<file path="src/rtl/conv_layer_ctrl_if.sv">
// conv_layer_ctrl_if: bundle of the sequencer's control, index, return-path
// and statistics signals. The master side is the sequencer itself; the slave
// side is the surrounding datapath (tile source, MAC kernels, writers).
interface conv_layer_ctrl_if #(
    parameter int CNT_W = 16
);
    // Requests from the datapath
    logic             start;
    logic             in_rdy;
    logic             mac_vld;

    // Issue side
    logic             data_run;
    logic [CNT_W-1:0] row;
    logic [CNT_W-1:0] col;
    logic [CNT_W-1:0] chn;
    logic             first_row;
    logic             last_row;
    logic             first_col;
    logic             last_col;

    // Return side
    logic             acc_load;
    logic             pixel_wr;
    logic [31:0]      pix_cnt;

    // Status and statistics
    logic             busy;
    logic             layer_done;
    logic             err;
    logic [31:0]      run_cycles;
    logic [31:0]      stall_cycles;

    modport master (
        input  start, in_rdy, mac_vld,
        output data_run, row, col, chn,
        output first_row, last_row, first_col, last_col,
        output acc_load, pixel_wr, pix_cnt,
        output busy, layer_done, err, run_cycles, stall_cycles
    );

    modport slave (
        output start, in_rdy, mac_vld,
        input  data_run, row, col, chn,
        input  first_row, last_row, first_col, last_col,
        input  acc_load, pixel_wr, pix_cnt,
        input  busy, layer_done, err, run_cycles, stall_cycles
    );
endinterface

</file>
<file path="src/rtl/conv_layer_ctrl.sv">
// conv_layer_ctrl: walks the output feature map in row/column/channel order,
// issues one tile per cycle into the four lockstep MAC kernels, and tracks the
// returning MAC results to drive psum load/add and the per-pixel write pulse.
// Optional build macro: CONV_CTRL_STAT_EN enables the saturating run/stall
// cycle counters; without it both statistics outputs are tied to zero.
module conv_layer_ctrl #(
    parameter int IFM_WIDTH   = 256,
    parameter int IFM_HEIGHT  = 256,
    parameter int IFM_CHANNEL = 4,
    parameter int ROW_GAP     = 100,
    parameter int CNT_W       = 16
) (
    input logic               clk,
    input logic               rstn,
    conv_layer_ctrl_if.master ctrl_if
);

    typedef enum logic [2:0] {
        S_IDLE,
        S_GAP,
        S_RUN,
        S_DRAIN,
        S_DONE
    } state_t;

    localparam int               OST_W    = CNT_W + 2;
    localparam logic [CNT_W-1:0] LAST_COL = CNT_W'(IFM_WIDTH - 1);
    localparam logic [CNT_W-1:0] LAST_ROW = CNT_W'(IFM_HEIGHT - 1);
    localparam logic [CNT_W-1:0] LAST_CHN = CNT_W'(IFM_CHANNEL - 1);
    // The gap counter is loaded with ROW_GAP-1 and the row starts when it hits 0.
    localparam logic [CNT_W-1:0] GAP_INIT = CNT_W'((ROW_GAP > 0) ? ROW_GAP - 1 : 0);

    state_t           state_q, state_d;
    logic [CNT_W-1:0] gap_q, gap_d;
    logic [CNT_W-1:0] row_q, row_d;
    logic [CNT_W-1:0] col_q, col_d;
    logic [CNT_W-1:0] chn_q, chn_d;
    logic             first_row_q, first_row_d;
    logic             last_row_q, last_row_d;
    logic             first_col_q, first_col_d;
    logic             last_col_q, last_col_d;
    logic [OST_W-1:0] outst_q, outst_d;
    logic [CNT_W-1:0] out_chn_q, out_chn_d;
    logic             pixel_wr_q, pixel_wr_d;
    logic [31:0]      pix_cnt_q, pix_cnt_d;
    logic             err_q, err_d;

    logic issue;
    logic start_acc;
    logic ret_orphan;

    assign issue      = (state_q == S_RUN) && ctrl_if.in_rdy;
    assign start_acc  = (state_q == S_IDLE) && ctrl_if.start;
    // A result with nothing outstanding cannot belong to any issued tile.
    assign ret_orphan = ctrl_if.mac_vld && (outst_q == '0);

    // Outstanding-issue bookkeeping and return-path next state.
    always_comb begin
        // NOTE: every signal written in a combinational block gets a default
        // first, so no path through the block can infer a latch.
        outst_d    = outst_q;
        out_chn_d  = out_chn_q;
        pixel_wr_d = 1'b0;
        pix_cnt_d  = pix_cnt_q + 32'(pixel_wr_q);
        err_d      = err_q;

        // An issue and a retirement on the same cycle cancel out.
        if (issue && !ctrl_if.mac_vld) begin
            outst_d = outst_q + OST_W'(1);
        end else if (!issue && ctrl_if.mac_vld && !ret_orphan) begin
            outst_d = outst_q - OST_W'(1);
        end

        if (ctrl_if.mac_vld) begin
            pixel_wr_d = (out_chn_q == LAST_CHN);
            out_chn_d  = (out_chn_q == LAST_CHN) ? '0 : out_chn_q + CNT_W'(1);
        end

        if (ret_orphan) begin
            err_d = 1'b1;
        end

        if (start_acc) begin
            out_chn_d = '0;
            pix_cnt_d = '0;
            err_d     = 1'b0;
        end
    end

    // Layer FSM: next state, loop indices and padding flags.
    always_comb begin
        state_d = state_q;
        gap_d   = gap_q;
        row_d   = row_q;
        col_d   = col_q;
        chn_d   = chn_q;

        unique case (state_q)
            S_IDLE: begin
                if (ctrl_if.start) begin
                    row_d = '0;
                    col_d = '0;
                    chn_d = '0;
                    if (ROW_GAP == 0) begin
                        state_d = S_RUN;
                    end else begin
                        state_d = S_GAP;
                        gap_d   = GAP_INIT;
                    end
                end
            end

            S_GAP: begin
                if (gap_q == '0) begin
                    state_d = S_RUN;
                end else begin
                    gap_d = gap_q - CNT_W'(1);
                end
            end

            S_RUN: begin
                if (ctrl_if.in_rdy) begin
                    if (chn_q != LAST_CHN) begin
                        chn_d = chn_q + CNT_W'(1);
                    end else begin
                        chn_d = '0;
                        if (col_q != LAST_COL) begin
                            col_d = col_q + CNT_W'(1);
                        end else begin
                            col_d = '0;
                            if (row_q == LAST_ROW) begin
                                // Nothing left in flight: skip the drain wait.
                                state_d = (outst_d == '0) ? S_DONE : S_DRAIN;
                            end else begin
                                row_d = row_q + CNT_W'(1);
                                if (ROW_GAP != 0) begin
                                    state_d = S_GAP;
                                    gap_d   = GAP_INIT;
                                end
                            end
                        end
                    end
                end
            end

            S_DRAIN: begin
                // Look at the post-retirement count so layer_done follows the
                // last result by one cycle.
                if (outst_d == '0) begin
                    state_d = S_DONE;
                end
            end

            S_DONE: begin
                state_d = S_IDLE;
            end

            default: begin
                state_d = S_IDLE;
            end
        endcase

        // Flags track the indices that will be presented next cycle and are
        // forced low while idle.
        first_row_d = (state_d != S_IDLE) && (row_d == '0);
        last_row_d  = (state_d != S_IDLE) && (row_d == LAST_ROW);
        first_col_d = (state_d != S_IDLE) && (col_d == '0);
        last_col_d  = (state_d != S_IDLE) && (col_d == LAST_COL);
    end

    // State, indices, flags and return-path registers.
    always_ff @(posedge clk or negedge rstn) begin
        // NOTE: asynchronous active-low reset; sequential state is only ever
        // updated with non-blocking assignments so all registers see the same
        // pre-edge values.
        if (!rstn) begin
            state_q     <= S_IDLE;
            gap_q       <= '0;
            row_q       <= '0;
            col_q       <= '0;
            chn_q       <= '0;
            first_row_q <= 1'b0;
            last_row_q  <= 1'b0;
            first_col_q <= 1'b0;
            last_col_q  <= 1'b0;
            outst_q     <= '0;
            out_chn_q   <= '0;
            pixel_wr_q  <= 1'b0;
            pix_cnt_q   <= '0;
            err_q       <= 1'b0;
        end else begin
            state_q     <= state_d;
            gap_q       <= gap_d;
            row_q       <= row_d;
            col_q       <= col_d;
            chn_q       <= chn_d;
            first_row_q <= first_row_d;
            last_row_q  <= last_row_d;
            first_col_q <= first_col_d;
            last_col_q  <= last_col_d;
            outst_q     <= outst_d;
            out_chn_q   <= out_chn_d;
            pixel_wr_q  <= pixel_wr_d;
            pix_cnt_q   <= pix_cnt_d;
            err_q       <= err_d;
        end
    end

`ifdef CONV_CTRL_STAT_EN
    logic [31:0] run_cyc_q, run_cyc_d;
    logic [31:0] stall_cyc_q, stall_cyc_d;

    // Saturating statistics over RUN cycles, cleared by an accepted start.
    always_comb begin
        run_cyc_d   = run_cyc_q;
        stall_cyc_d = stall_cyc_q;
        if (start_acc) begin
            run_cyc_d   = '0;
            stall_cyc_d = '0;
        end else if (state_q == S_RUN) begin
            if (ctrl_if.in_rdy && (run_cyc_q != '1)) begin
                run_cyc_d = run_cyc_q + 32'd1;
            end
            if (!ctrl_if.in_rdy && (stall_cyc_q != '1)) begin
                stall_cyc_d = stall_cyc_q + 32'd1;
            end
        end
    end

    // Statistics registers.
    always_ff @(posedge clk or negedge rstn) begin
        if (!rstn) begin
            run_cyc_q   <= '0;
            stall_cyc_q <= '0;
        end else begin
            run_cyc_q   <= run_cyc_d;
            stall_cyc_q <= stall_cyc_d;
        end
    end

    assign ctrl_if.run_cycles   = run_cyc_q;
    assign ctrl_if.stall_cycles = stall_cyc_q;
`else
    assign ctrl_if.run_cycles   = '0;
    assign ctrl_if.stall_cycles = '0;
`endif

    assign ctrl_if.data_run   = issue;
    assign ctrl_if.row        = row_q;
    assign ctrl_if.col        = col_q;
    assign ctrl_if.chn        = chn_q;
    assign ctrl_if.first_row  = first_row_q;
    assign ctrl_if.last_row   = last_row_q;
    assign ctrl_if.first_col  = first_col_q;
    assign ctrl_if.last_col   = last_col_q;
    assign ctrl_if.acc_load   = ctrl_if.mac_vld && (out_chn_q == '0);
    assign ctrl_if.pixel_wr   = pixel_wr_q;
    assign ctrl_if.pix_cnt    = pix_cnt_q;
    assign ctrl_if.busy       = (state_q != S_IDLE);
    assign ctrl_if.layer_done = (state_q == S_DONE);
    assign ctrl_if.err        = err_q;

endmodule
</file>
<file path="src/flat_wrapper.sv">
// flat-port wrapper written by rule: the top's interface ports become plain ports
module conv_layer_ctrl_flat 
#(
    parameter int IFM_WIDTH   = 256,
    parameter int IFM_HEIGHT  = 256,
    parameter int IFM_CHANNEL = 4,
    parameter int ROW_GAP     = 100,
    parameter int CNT_W       = 16
)
  (clk, rstn, ctrl_if_start, ctrl_if_in_rdy, ctrl_if_mac_vld, ctrl_if_data_run, ctrl_if_row, ctrl_if_col, ctrl_if_chn, ctrl_if_first_row, ctrl_if_last_row, ctrl_if_first_col, ctrl_if_last_col, ctrl_if_acc_load, ctrl_if_pixel_wr, ctrl_if_pix_cnt, ctrl_if_busy, ctrl_if_layer_done, ctrl_if_err, ctrl_if_run_cycles, ctrl_if_stall_cycles);
  conv_layer_ctrl_if #(.CNT_W(CNT_W)) ctrl_if_i ();
  input logic clk;
  input logic rstn;
  input wire logic [$bits(ctrl_if_i.start)-1:0] ctrl_if_start;
  input wire logic [$bits(ctrl_if_i.in_rdy)-1:0] ctrl_if_in_rdy;
  input wire logic [$bits(ctrl_if_i.mac_vld)-1:0] ctrl_if_mac_vld;
  output wire logic [$bits(ctrl_if_i.data_run)-1:0] ctrl_if_data_run;
  output wire logic [$bits(ctrl_if_i.row)-1:0] ctrl_if_row;
  output wire logic [$bits(ctrl_if_i.col)-1:0] ctrl_if_col;
  output wire logic [$bits(ctrl_if_i.chn)-1:0] ctrl_if_chn;
  output wire logic [$bits(ctrl_if_i.first_row)-1:0] ctrl_if_first_row;
  output wire logic [$bits(ctrl_if_i.last_row)-1:0] ctrl_if_last_row;
  output wire logic [$bits(ctrl_if_i.first_col)-1:0] ctrl_if_first_col;
  output wire logic [$bits(ctrl_if_i.last_col)-1:0] ctrl_if_last_col;
  output wire logic [$bits(ctrl_if_i.acc_load)-1:0] ctrl_if_acc_load;
  output wire logic [$bits(ctrl_if_i.pixel_wr)-1:0] ctrl_if_pixel_wr;
  output wire logic [$bits(ctrl_if_i.pix_cnt)-1:0] ctrl_if_pix_cnt;
  output wire logic [$bits(ctrl_if_i.busy)-1:0] ctrl_if_busy;
  output wire logic [$bits(ctrl_if_i.layer_done)-1:0] ctrl_if_layer_done;
  output wire logic [$bits(ctrl_if_i.err)-1:0] ctrl_if_err;
  output wire logic [$bits(ctrl_if_i.run_cycles)-1:0] ctrl_if_run_cycles;
  output wire logic [$bits(ctrl_if_i.stall_cycles)-1:0] ctrl_if_stall_cycles;
  assign ctrl_if_i.start = ctrl_if_start;
  assign ctrl_if_i.in_rdy = ctrl_if_in_rdy;
  assign ctrl_if_i.mac_vld = ctrl_if_mac_vld;
  assign ctrl_if_data_run = ctrl_if_i.data_run;
  assign ctrl_if_row = ctrl_if_i.row;
  assign ctrl_if_col = ctrl_if_i.col;
  assign ctrl_if_chn = ctrl_if_i.chn;
  assign ctrl_if_first_row = ctrl_if_i.first_row;
  assign ctrl_if_last_row = ctrl_if_i.last_row;
  assign ctrl_if_first_col = ctrl_if_i.first_col;
  assign ctrl_if_last_col = ctrl_if_i.last_col;
  assign ctrl_if_acc_load = ctrl_if_i.acc_load;
  assign ctrl_if_pixel_wr = ctrl_if_i.pixel_wr;
  assign ctrl_if_pix_cnt = ctrl_if_i.pix_cnt;
  assign ctrl_if_busy = ctrl_if_i.busy;
  assign ctrl_if_layer_done = ctrl_if_i.layer_done;
  assign ctrl_if_err = ctrl_if_i.err;
  assign ctrl_if_run_cycles = ctrl_if_i.run_cycles;
  assign ctrl_if_stall_cycles = ctrl_if_i.stall_cycles;
  conv_layer_ctrl #(.IFM_WIDTH(IFM_WIDTH), .IFM_HEIGHT(IFM_HEIGHT), .IFM_CHANNEL(IFM_CHANNEL), .ROW_GAP(ROW_GAP), .CNT_W(CNT_W)) u_core (.clk(clk), .rstn(rstn), .ctrl_if(ctrl_if_i));
endmodule
</file>
<file path="config.mk">
export PLATFORM = sky130hd
export DESIGN_NAME = conv_layer_ctrl_flat
export DESIGN_NICKNAME = d
export VERILOG_FILES = /design/src/rtl/conv_layer_ctrl_if.sv /design/src/rtl/conv_layer_ctrl.sv /design/src/flat_wrapper.sv
export SDC_FILE = /design/constraint.sdc
export NUM_CORES = 1
export LEC_CHECK = 0
export CAP_MARGIN = 20
export CORE_MARGIN = 1.5
export CORE_UTILIZATION = 25
export DETAILED_ROUTE_END_ITERATION = 10
export GPL_TIMING_DRIVEN = 0
export PLACE_DENSITY = 0.46
export SYNTH_ARGS = -nofsm -noshare
export SYNTH_HDL_FRONTEND = slang
export SYNTH_SLANG_ARGS = --single-unit
</file>
<file path="constraint.sdc">
create_clock -name clk -period 3.3 [get_ports clk]
set_clock_uncertainty 0.1 [all_clocks]
set_input_delay 0.66 -clock clk [delete_from_list [all_inputs] [get_ports clk]]
set_output_delay 0.66 -clock clk [all_outputs]
set_load 0.03 [all_outputs]
</file>
Word level (Yosys, flattened, before mapping)
Cells that the tools add are included.

storage, ports and cells
  register bits = 139
  bits in latches = 0
  memory bits (writable) = 0
  bits in read-only memories = 0
  input port bits = 5
  output and inout bits = 154
  memories = 0

operators by class
  add/subtract/negate cells = 8
  multipliers = 0
  divide/modulo/power cells = 0
  order comparisons = 0
  eq/ne operators = 16
  shift operators = 0
  multiplexer cells = 40
  bitwise logic cells = 0
  reduce and logical (&&, ||, !) cells = 29

operators by type and width
  operator                                                count
  2-to-1 mux 16 bit                                       21
  one-hot mux 16 bit (2 select lines)                     3
  adder 16 x 1 -> 16 bit, second input constant           4
  logical NOT 16 bit                                      4
  == test 16 x 8 -> 1 bit, second input constant          3
  one-hot mux 16 bit (3 select lines)                     1
  logical NOT 18 bit                                      2
  2-to-1 mux 18 bit                                       2
  adder 32 x 1 -> 32 bit                                  1
  2-to-1 mux 32 bit                                       1
  2-to-1 mux 3 bit                                        8
  adder 18 x 1 -> 18 bit, second input constant           1
  subtractor 18 x 1 -> 18 bit, second input constant      1
  == test 16 x 2 -> 1 bit, second input constant          1
  inequality test 16 x 2 -> 1 bit, second input constant  1
  inequality test 16 x 8 -> 1 bit, second input constant  1
  subtractor 16 x 1 -> 16 bit, second input constant      1
  inequality test 2 bit, second input constant            6
  one-hot mux 3 bit (4 select lines)                      1
  logical AND 1 bit                                       11
  nonzero test 3 bit                                      3
  AND reduction 7 bit                                     1
  == test 3 x 2 -> 1 bit, second input constant           2
  nonzero test 2 bit                                      3
  other kinds (6)                                         10

Logic depth before layout (Yosys ltp)
  depth in word-level cells = 16
  gate-level depth with buffers = 13
  mapped depth without buffers = 11

Worst setup path before layout
No wires, ideal clock.

  path type = input to register
  start point = input port ctrl_if_in_rdy
  end point = register u_core.first_col_q, in the netlist u_core.ctrl_if.first_col
  arrival = 3.049 ns
  required time = 3.062 ns
  path slack = 0.013 ns
  stages = 11
  buffers on the path = 2
  cell sequence = buf_4 -> nand4bb_4 -> buf_6 -> or4_4 -> nor2_4 -> nand4_1 -> a2111o_1 -> nor4_2 -> nand4_1 -> a311oi_1 -> nor3_1

on the way
  cells in the longest elaborated chain, start to end = 15

RTL lines
  element                             line                                            source
  start: declaration                  flat_wrapper.sv:15                              input wire logic [$bits(ctrl_if_i.in_rdy)-1:0] ctrl_if_in_rdy;
  logical AND 1 bit                   conv_layer_ctrl.sv:52                           assign issue = (state_q == S_RUN) && ctrl_if.in_rdy;
  logical NOT 1 bit                   conv_layer_ctrl.sv:70                           end else if (!issue && ctrl_if.mac_vld && !ret_orphan) begin
  logical AND 1 bit (2 in a row)      conv_layer_ctrl.sv:70
  2-to-1 mux 18 bit                   conv_layer_ctrl.sv:70
  2-to-1 mux 18 bit                   conv_layer_ctrl.sv:68                           if (issue && !ctrl_if.mac_vld) begin
  logical NOT 18 bit                  conv_layer_ctrl.sv:133, conv_layer_ctrl.sv:149
  2-to-1 mux 3 bit                    conv_layer_ctrl.sv:133                          state_d = (outst_d == '0) ? S_DONE : S_DRAIN;
  2-to-1 mux 3 bit                    conv_layer_ctrl.sv:131                          if (row_q == LAST_ROW) begin
  2-to-1 mux 3 bit                    conv_layer_ctrl.sv:127                          if (col_q != LAST_COL) begin
  2-to-1 mux 3 bit                    conv_layer_ctrl.sv:123                          if (chn_q != LAST_CHN) begin
  2-to-1 mux 3 bit                    conv_layer_ctrl.sv:122                          if (ctrl_if.in_rdy) begin
  one-hot mux 3 bit (4 select lines)  conv_layer_ctrl.sv:98                           unique case (state_q)
  nonzero test 3 bit                  conv_layer_ctrl.sv:167                          first_col_d = (state_d != S_IDLE) && (col_d == '0);
  logical AND 1 bit (*)               conv_layer_ctrl.sv:167
  net u_core.first_col_d              conv_layer_ctrl.sv:40                           logic first_col_q, first_col_d;
  end signal: assignment              conv_layer_ctrl.sv:199                          first_col_q <= first_col_d;
  end: declaration                    conv_layer_ctrl.sv:40

Mark *: on every way through the listed nets, which the timed path passes. The rest lies on a longest branch.
A chain may end at the register's enable or synchronous reset.

Final worst setup path
  start point = register u_core.state_q[2]
  end point = register u_core.last_row_q, in the netlist u_core.ctrl_if.last_row

on the way
  cells in the longest elaborated chain, start to end = 16

RTL lines
  element                             line                                            source
  start: declaration                  conv_layer_ctrl.sv:33                           state_t state_q, state_d;
  start signal: assignment            conv_layer_ctrl.sv:192                          state_q <= state_d;
  == test 3 x 2 -> 1 bit              conv_layer_ctrl.sv:52, conv_layer_ctrl.sv:98
  logical AND 1 bit                   conv_layer_ctrl.sv:52
  logical NOT 1 bit                   conv_layer_ctrl.sv:70
  logical AND 1 bit (2 in a row)      conv_layer_ctrl.sv:70
  2-to-1 mux 18 bit                   conv_layer_ctrl.sv:70
  2-to-1 mux 18 bit                   conv_layer_ctrl.sv:68
  logical NOT 18 bit                  conv_layer_ctrl.sv:133, conv_layer_ctrl.sv:149
  2-to-1 mux 3 bit                    conv_layer_ctrl.sv:133
  2-to-1 mux 3 bit                    conv_layer_ctrl.sv:131
  2-to-1 mux 3 bit                    conv_layer_ctrl.sv:127
  2-to-1 mux 3 bit                    conv_layer_ctrl.sv:123
  2-to-1 mux 3 bit                    conv_layer_ctrl.sv:122
  one-hot mux 3 bit (4 select lines)  conv_layer_ctrl.sv:98
  nonzero test 3 bit                  conv_layer_ctrl.sv:166                          last_row_d = (state_d != S_IDLE) && (row_d == LAST_ROW);
  logical AND 1 bit (*)               conv_layer_ctrl.sv:166
  net u_core.last_row_d               conv_layer_ctrl.sv:39                           logic last_row_q, last_row_d;
  end signal: assignment              conv_layer_ctrl.sv:198                          last_row_q <= last_row_d;
  end: declaration                    conv_layer_ctrl.sv:39

Marks and branches as above.

==> impl_metrics.tcl <==
set metrics [dict create \
    outcome "finished with violations" \
    violations "negative setup slack" \
    insertion_delay_ps 420 \
    grt_pass1_wl_mm 38.9 \
    grt_max_degree 90 \
    syn_area_um2 8400 \
    min_path_type "in -> async" \
    reg2reg_from "u_core.state_q[2]" \
    areaGrowthSynthToFinish_pct 31.7 \
    synth_cell_type_count 71 \
    cts_buffers 17 \
    vdd_drop_max_mv 0.311 \
    place_hpwl_mm 17.2 \
    vias_per_cell 4.72 \
    slowest_delay_ps 550 \
    p_leak_nw 4.58 \
    fin_setup_tns_ps -173 \
    crit_fanout 9 \
    synth.top_cell.area_share 0.414 \
    setup_viol_count_final 3 \
    worst_setup_path_start_kind "register" \
    crit_cells 10 \
    post-route-min-period_ps 3360 \
    cpLargestDelayFamily "simple AND/OR/NAND/NOR gates" \
    drt_iter0_drc 458 \
    syn-instance-count 968 \
    setup.reg_to_reg.worst_slack_ps -60 \
    yosysWarnings 0 \
    cts_tree "yes" \
    final_util 0.338 \
    core_area_um2 32800 \
    critPathCapture "u_core.ctrl_if.last_row" \
    num_rows 66 \
    drv_slew 0 \
    ys.flop_type "dfrtp_1" \
    grt_use_total 0.137 \
    crit_chain "nand4bb_4 -> buf_6 -> or4_4 -> nor2_4 -> nand4_1 -> a2111o_1 -> nor4_4 -> nand4_1 -> a311o_1 -> and3_1" \
    cp.arrival_ps 3560 \
    timing.hold.ws_ps 84.7 \
    synthTopCellsByArea "dfrtp_1 41%, buf_4 5.8%, o21ai_0 5.1%, nand2_1 4.4%, nor2_1 4.2%" \
    syn_avg_cell_area_um2 8.68 \
    io_pins 159 \
    cts_root_buf "clkbuf_16" \
    antenna_found_initial 1 \
    io_buffer_count 92 \
    powerDensity_nw_per_um2 522 \
    grt_pass1_vias 7133 \
    critPathBufInv 1 \
    fp.dieW_um 186 \
    slew_headroom 0.564 \
    vias 7607 \
    antenna_left 0 \
    critPathKind "reg -> reg" \
    drc 0 \
    wl_per_cell_um 14.8 \
    max_freq_ghz 0.297 \
    clk_path_buf_depth 2 \
    drive_gt1_frac 0.149 \
    setup_slack_ps -64.6 \
    hold_viol 0 \
    worstPathRequired_ps 3500 \
    clock-sinks 139 \
    routed_wirelength_mm 23.9 \
    final_cell_mix "134 x dfrtp_1, 98 x nand2_1, 91 x nor2_1, 90 x clkdlybuf4s50_1, 84 x o21ai_0" \
    timing.final.crit_share 1.02 \
    final_common_cell "dfrtp_1" \
    tightest_slew_ps 654 \
    dr.pass1.iters 5 \
    ff2ff_path_depth 10 \
    dieArea_um2 34700 \
    yosysTopAreaCell "dfrtp_1" \
    synth.ff_latch_count 139 \
    cp_slowest_cell "or4_4" \
    gp_congestion 0.838 \
    rsz0062_at_grt "true" \
    die_h_um 186 \
    start_util 0.256 \
    yosysSeqAreaShare 0.414 \
    post-route-cell-area_um2 11100 \
    max_cap_viol_count 0 \
    r2r-end "u_core.ctrl_if.last_row" \
    fin_nets 1171 \
    grt-ovfl-total 0 \
    path_clk_slew_ps 60 \
    dpl_cell_area_um2 10100 \
    crit_path_end_kind "register" \
    synth-edff-count 0 \
    crit_start "u_core.state_q[2]" \
    crit_path_frequent_cell "nand4_1" \
    async_flop_share 1.00 \
    cts_max_level 4 \
]
cells in the mapped netlist, drive strengths merged (11+ instances only):
cell	number
o21ai	87
a21oi	32
a31oi	18
clkbuf	28
ha	11
nand2	98
nand4	24
xnor2	29
buf	76
dfrtp	139
xor2	39
nor4	26
o31ai	11
nor2	95
nor3	23
inv	21
nand3	59
and3	39
what timing repair did:
action / 4_1_cts / 5_1_grt
endpoints found under the setup margin: 21 / 17
hold buffers: 0 / 0
pin swaps: 11 / 13
setup buffers: 8 / 6
gates resized for setup: 41 / 19
final cells by class:
type                    count  area (um^2)
fillers                  3415        21700
flip-flops and latches    139         3480
plain buffers             102          659
well taps                 442          553
clock inverters            12          116
repair buffers            107         1050
multi-input cells         767         4670
clock buffers              20          447
diodes                      1         2.50
inverters                  21         78.8
report_power, final:
group	switching (mW)	leakage, nW	internal, mW
combinational	1.03	2.60	0.675
sequential	0.304	1.72	1.92
clock	0.791	0.260	1.06
worst min-delay path by stage:
stage,endpoint,slack [ps],cells after the start
after floorplan,u_core.ctrl_if.chn[0],260,0
after global placement,u_core.gap_q[0],400,1
after detailed placement,u_core.gap_q[0],410,1
after CTS,u_core.ctrl_if.pix_cnt[25],90,1
after global routing,u_core.ctrl_if.pix_cnt[25],110,1
final,u_core.ctrl_if.pix_cnt[25],80,1
registers in the layout, indices dropped and copies added (netlist names):
name / count
u_core.ctrl_if.chn: 16
u_core.ctrl_if.col: 16
u_core.ctrl_if.err: 1
u_core.ctrl_if.first_col: 1
u_core.ctrl_if.first_row: 1
u_core.ctrl_if.last_col: 1
u_core.ctrl_if.last_row: 1
u_core.ctrl_if.pix_cnt: 32
u_core.ctrl_if.pixel_wr: 1
u_core.ctrl_if.row: 16
u_core.gap_q: 16
u_core.out_chn_q: 16
u_core.outst_q: 18
u_core.state_q: 3
cells by family (layout without fill, tap and decap cells):
logic type                 Yosys count  after routing  share of synthesized area
adders and majority gates           11             11                     0.0164
DFF                                139            139                      0.414
xor gates and xnor gates            68             68                     0.0709
other                                1             65                   0.000446
muxes                                2              2                    0.00268
AOI/OAI and AO/OA                  191            191                      0.136
and+or+nand+nor                    431            431                      0.272
buffers and inverters              125            262                     0.0873
per-layer routing:
metal	share of wire	global-route usage	up-vias
li1	-	-	3727
met1	0.48	0.187	3657
met2	0.46	0.217	201
met3	0.046	0.0278	22
met4	0.015	0.0444	0
met5	0	0	-
worst reg2reg max path, cell delays in order, from the launching register on:
cell       delay (ps)
dfrtp_2           410
nand4bb_4         190
buf_6             160
or4_4             550
nor2_4            110
nand4_1           160
a2111o_1          500
nor4_4            290
nand4_1           170
a311o_1           430
and3_1            180
per-stage QoR:
stage | worst slack [ps] | cells | total power [mW]
CTS | 4.81 | 1606 | 5.81
global placement | -4790 | 1565 | 3.75
detailed placement | -904 | 1566 | 3.76
floorplan | 13.3 | 1031 | 3.25
global route | -187 | 1611 | 6.12
finish | -64.6 | 1611 | 5.78
Note: power is estimated with default switching activity, not from simulation.
